<file path="config.mk">
export PLATFORM = sky130hd
export DESIGN_NAME = systolic_array_controller
export DESIGN_NICKNAME = d
export VERILOG_FILES = /design/src/rtl/systolic_array_controller.sv
export SDC_FILE = /design/constraint.sdc
export NUM_CORES = 1
export LEC_CHECK = 0
export ABC_AREA = 1
export CAP_MARGIN = 20
export CORE_UTILIZATION = 42
export CTS_CLUSTER_DIAMETER = 200
export DETAILED_ROUTE_END_ITERATION = 10
export MAX_ROUTING_LAYER = met4
export PLACE_DENSITY = 0.79
export SYNTH_ARGS = -nofsm -noshare
export SYNTH_HDL_FRONTEND = slang
export SYNTH_SLANG_ARGS = --single-unit
</file>
<file path="constraint.sdc">
create_clock -name clock -period 3.9 [get_ports clock]
set_input_delay 0.78 -clock clock [delete_from_list [all_inputs] [get_ports clock]]
set_output_delay 0.78 -clock clock [all_outputs]
set_load 0.1 [all_outputs]
</file>
<file path="src/rtl/systolic_array_controller.sv">
// Sequencer for an N x N weight-stationary MAC grid: loads weight rows, skews input
// vectors into the left column and deskews bottom-row sums into aligned result vectors.
module systolic_array_controller #(
    parameter int unsigned ARRAY_SIZE       = 4,
    parameter int unsigned DATA_BITS        = 8,
    parameter int unsigned WEIGHT_BITS      = 8,
    parameter int unsigned ACCUMULATOR_BITS = 16
) (
    input  logic                                   clock,
    input  logic                                   reset,
    input  logic                                   load_start,
    output logic                                   busy,
    output logic                                   done,
    input  logic                                   w_valid,
    output logic                                   w_ready,
    input  logic [ARRAY_SIZE*WEIGHT_BITS-1:0]      w_row,
    input  logic                                   in_valid,
    output logic                                   in_ready,
    input  logic [ARRAY_SIZE*DATA_BITS-1:0]        in_data,
    input  logic                                   in_last,
    output logic                                   out_valid,
    input  logic                                   out_ready,
    output logic [ARRAY_SIZE*ACCUMULATOR_BITS-1:0] out_data,
    output logic                                   out_last,
    output logic [ARRAY_SIZE*WEIGHT_BITS-1:0]      array_weight,
    output logic [ARRAY_SIZE-1:0]                  array_weight_set,
    output logic                                   array_stall,
    output logic [ARRAY_SIZE*DATA_BITS-1:0]        array_data,
    input  logic [ARRAY_SIZE*ACCUMULATOR_BITS-1:0] array_acc
);
    localparam int unsigned N     = ARRAY_SIZE;
    localparam int unsigned LAT   = 2 * N;
    localparam int unsigned ROW_W = $clog2(N);
    localparam int unsigned CNT_W = $clog2(LAT + 2);

    typedef enum logic [1:0] {S_IDLE, S_LOAD, S_COMPUTE, S_DRAIN} state_e;

    state_e           state_q, state_d;
    logic [ROW_W-1:0] row_q, row_d;
    logic [CNT_W-1:0] cnt_q, cnt_d;
    logic [LAT-1:0]   vld_q, last_q;
    logic             adv, accept, take;

    // The whole pipeline (skew, array, deskew, valid/last) moves only when the output can drain.
    assign out_valid   = vld_q[LAT-1];
    assign out_last    = last_q[LAT-1];
    assign adv         = !out_valid || out_ready;
    assign array_stall = !adv;
    assign accept      = in_valid && in_ready;
    assign take        = out_valid && out_ready;

    always_comb begin
        state_d          = state_q;
        row_d            = row_q;
        busy             = 1'b1;
        done             = 1'b0;
        w_ready          = 1'b0;
        in_ready         = 1'b0;
        array_weight     = '0;
        array_weight_set = '0;
        case (state_q)
            S_IDLE: begin
                busy = 1'b0;
                if (load_start) state_d = S_LOAD;
            end
            S_LOAD: begin
                w_ready = 1'b1;
                if (w_valid) begin
                    array_weight     = w_row;
                    array_weight_set = N'(1) << row_q;
                    if (row_q == ROW_W'(N - 1)) begin
                        row_d   = '0;
                        state_d = S_COMPUTE;
                    end else begin
                        row_d = row_q + ROW_W'(1);
                    end
                end
            end
            S_COMPUTE: begin
                in_ready = adv;
                if (in_valid && adv && in_last) state_d = S_DRAIN;
            end
            S_DRAIN: begin
                if (cnt_q == '0) begin
                    done    = 1'b1;
                    state_d = S_IDLE;
                end
            end
            default: state_d = S_IDLE;
        endcase
    end

    always_comb begin
        cnt_d = cnt_q;
        if (accept && !take)      cnt_d = cnt_q + CNT_W'(1);
        else if (!accept && take) cnt_d = cnt_q - CNT_W'(1);
    end

    always_ff @(posedge clock) begin
        if (reset) begin
            state_q <= S_IDLE;
            row_q   <= '0;
            cnt_q   <= '0;
            vld_q   <= '0;
            last_q  <= '0;
        end else begin
            state_q <= state_d;
            row_q   <= row_d;
            cnt_q   <= cnt_d;
            if (adv) begin
                vld_q  <= {vld_q[LAT-2:0], accept};
                last_q <= {last_q[LAT-2:0], accept && in_last};
            end
        end
    end

    // Row i sees its element after i+1 advancing steps; bubbles inject zeros.
    for (genvar i = 0; i < N; i++) begin : g_skew
        logic [DATA_BITS-1:0] sk_q [i+1];
        always_ff @(posedge clock) begin
            if (reset) begin
                for (int s = 0; s <= i; s++) sk_q[s] <= '0;
            end else if (adv) begin
                sk_q[0] <= accept ? in_data[i*DATA_BITS +: DATA_BITS] : '0;
                for (int s = 1; s <= i; s++) sk_q[s] <= sk_q[s-1];
            end
        end
        assign array_data[i*DATA_BITS +: DATA_BITS] = sk_q[i];
    end

    // Column j leaves the bottom row j steps after column 0, so it is delayed N-1-j steps.
    for (genvar j = 0; j < N; j++) begin : g_deskew
        localparam int unsigned D = N - 1 - j;
        logic [ACCUMULATOR_BITS-1:0] col;
        if (D == 0) begin : g_pass
            assign col = array_acc[j*ACCUMULATOR_BITS +: ACCUMULATOR_BITS];
        end else begin : g_dly
            logic [ACCUMULATOR_BITS-1:0] dk_q [D];
            always_ff @(posedge clock) begin
                if (reset) begin
                    for (int s = 0; s < D; s++) dk_q[s] <= '0;
                end else if (adv) begin
                    dk_q[0] <= array_acc[j*ACCUMULATOR_BITS +: ACCUMULATOR_BITS];
                    for (int s = 1; s < D; s++) dk_q[s] <= dk_q[s-1];
                end
            end
            assign col = dk_q[D-1];
        end
        assign out_data[j*ACCUMULATOR_BITS +: ACCUMULATOR_BITS] = out_valid ? col : '0;
    end

endmodule

</file>
==> impl_metrics.yaml <==
status:
  status: "finished, final reports clean"
clock_network:
  hold_buffers: 0
  insertion_delay_ns: 0.42
  max-clock-path-buffers: 2
  ctsHtreeMaxLevel: 4
  tritoncts.num_buffers: 17
  post_cts_buffers: 0
  clock-sinks: 200
  ctsResizeCount: 0
  clk_pin_slew_ns: 0.07
  cts_tree: "built"
  ctsRootBufferMaster: "clkbuf_16"
job:
  drv_cap: 0
layout:
  areaGrowthSynthToFinish_pct: 41.1
  final_layout_size_suffix_gt1_share_pct: 12.4
  fillCellCount: 1658
  fin_nets: 1319
  most_common_library_cell_in_the_layout_ignoring_fill_and_taps: "inv_1"
  antenna-diode-count: 0
  most-common-layout-cells: "inv_1, nor2_1, edfxtp_1"
sta:
  worstMarginPinSlew_ns: 1.06
  post-route-period-util_pct: 76.8
  grt_setup_unrepaired: "false"
  setup-tns-final_ns: 0
  timing.max_slew.rel_slack_pct: 29.2
  worst_clock_skew_ns: 0.00878
  setup_ws_ns: 0.905
  finalHoldViolations: 0
  finalWorstPathRequiredPeriod_ns: 2.99
  fmaxAchievable_mhz: 334
  final-max-slew-violation-count: 0
  timing.final.setup_violations: 0
detailed_routing:
  vias_per_cell: 4.24
  dr.first_iter.drc_count: 280
  drt-met1-wl_um: 7120
  dr_total_vias: 6167
  wl_met2_um: 9810
  final_antenna_violating_net_count: 0
  drt-wirelength-per-cell_um: 12.6
  wl_met3_um: 1080
  detail_route.wirelength_um: 18300
  uppermost_signal_routing_layer_after_detailed_routing: "met4"
  remaining_drc_errors: 0
  drtPass1Iterations: 4
power_and_ir_drop:
  leakage_nw: 6.09
  netSwitchingPower_w: 0.00174
  pwr-share-comb_pct: 24.6
  power_frac_clock_pct: 31.7
  cellInternalPower_w: 0.00390
  power.share.switching_pct: 30.8
  power_density_nw_per_um2: 454
  sequential_power_share_pct: 43.6
  ir_worst_vdd_mv: 0.303
worst_setup_path:
  cpLargestDelayFamily: "buffers and inverters"
  crit_required_ns: 3.12
  worstPathBufferInverterCount: 2
  critical_path_endpoint_category: "primary output"
  list_of_cells_traversed_by_the_critical_path: "inv_1 > ha_1 > clkdlybuf4s50_1"
  critPathSlowestCell: "clkdlybuf4s50_1"
  crit_arrival_ns: 2.21
  critPathMaxStageDelay_ns: 1.16
  kind_of_start_point_of_the_critical_path: "register"
  reg2reg_setup_slack_ns: 1.21
  crit-reg2reg-launch: "vld_q[7]"
  worstSetupStartpoint: "state_q[1]"
  worstSetupPathType: "reg -> out"
  crit_fanout: 4
yosys:
  mappedNetlistArea_um2: 8800
  yosys.cell_types.count: 21
  ys_seq_area_share_pct: 65.5
  synth_seq_cells: 200
  synthCells: 923
  synth.avg_cell_area_um2: 9.54
  number_of_nets_in_the_synthesized_netlist: 1070
  synth.yosys.warnings: 0
hold_path:
  hp-start: "vld_q[0]"
  worst_hold_path_type: "reg -> reg"
place:
  finalWeightedCongestion: 0.794
  port_buffers: 273
  pre_cts_slack_ns: 0.978
  dp.final_hpwl_um: 12900
die:
  num_rows: 52
  design.core.area_um2: 20400
  dieWidth_um: 147
  floorplan.die_area_um2: 21500
  vertical_die_dimension_um: 147
  floorplan.initialDensity_pct: 43.2
  ios: 274
grt:
  grt_pass1_vias: 5879
  gr-total-overflow: 0
  grt_usage_pct: 17.7
  antenna_found_initial: 0
  grt_first_pass_wirelength_um: 28700
  largest_net_degree_at_the_start_of_global_routing: 143
synthesized netlist by cell type (all sizes together):
cell type	n	area, um^2
a21oi	4	20.0
buf	46	299
clkbuf	3	11.3
dfxtp	24	480
edfxtp	176	5290
fa	1	20.0
ha	11	138
inv	308	1160
nand2	91	349
nand3	5	25.0
nand4	1	6.26
nor2	229	867
o21ai	9	45.0
o22ai	12	75.1
xnor2	1	8.76
xor2	2	17.5
registers in the layout, summed over array words and instances, names as in the netlist:
name / cells
cnt_q: 4
last_q: 8
g_deskew.g_dly.dk_q: 96
vld_q: 8
g_skew.sk_q: 80
state_q: 2
row_q: 2
power groups by stage:
stage / combinational (W) / sequential (W) / clock (W)
2_1_floorplan: 0.000884 / 0.00253 / 0
3_3_place_gp: 0.00137 / 0.00250 / 0
3_5_place_dp: 0.00139 / 0.00251 / 0
4_1_cts: 0.00140 / 0.00246 / 0.00183
5_1_grt: 0.00148 / 0.00247 / 0.00191
6_report: 0.00139 / 0.00246 / 0.00179
layer usage:
layer | global-route usage [%] | up-vias
li1 | - | 3160
met1 | 19.0 | 2790
met5 | - | -
met4 | 5.47 | 0
met3 | 4.25 | 22
met2 | 32.0 | 195
layout make-up:
| type | instances | area (um^2) | area share [%] |
|---|---|---|---|
| Clock buffer | 19 | 433 | 3.48 |
| Inverter | 308 | 1160 | 9.30 |
| Timing Repair Buffer | 279 | 2980 | 24.0 |
| Multi-Input combinational cell | 366 | 1590 | 12.8 |
| Sequential cell | 200 | 5770 | 46.4 |
| Clock inverter | 13 | 165 | 1.33 |
| Tap cell | 270 | 338 | 2.72 |
worst paths after layout:
kind                                  to  cells after the start
worst max register to register  cnt_q[3]                     14
worst min register to register  vld_q[0]                      2
worst max-delay path             w_ready                      3
worst min-delay path            vld_q[0]                      2
stage by stage:
stage	total power [W]	hold WS [ns]	cell area (um^2)	util, %	instances
final	0.00564	0.474	12400	61.0	1455
after global routing	0.00585	0.500	12400	61.0	1455
after CTS	0.00569	0.476	12400	61.0	1455
after detailed placement	0.00390	0.464	11800	58.1	1423
after global placement	0.00387	0.458	11800	58.1	1423
after floorplan	0.00342	0.422	8810	-	923
kinds of logic after synthesis:
group,after synthesis,share of synthesized area (%)
AND/OR/NAND/NOR,326,14.2
flip-flops,200,65.5
AO/OA/AOI/OAI,25,1.59
XOR/XNOR,3,0.299
adder cells (fa/ha/maj),12,1.79
buffers and inverters,357,16.7
worst reg2reg max path: stages, from the launching register on:
cell     delay (ns)
dfxtp_2        0.55
buf_4          0.51
nand2_2        0.20
nand2_2        0.12
nor2_4         0.05
ha_1           0.24
inv_1          0.13
ha_1           0.29
nand2_1        0.11
nand2_1        0.06
nor2_1         0.11
nand2_1        0.06
nand2_1        0.06
nand2_1        0.05
a21oi_1        0.11
Power figures use the tool's default switching activity.
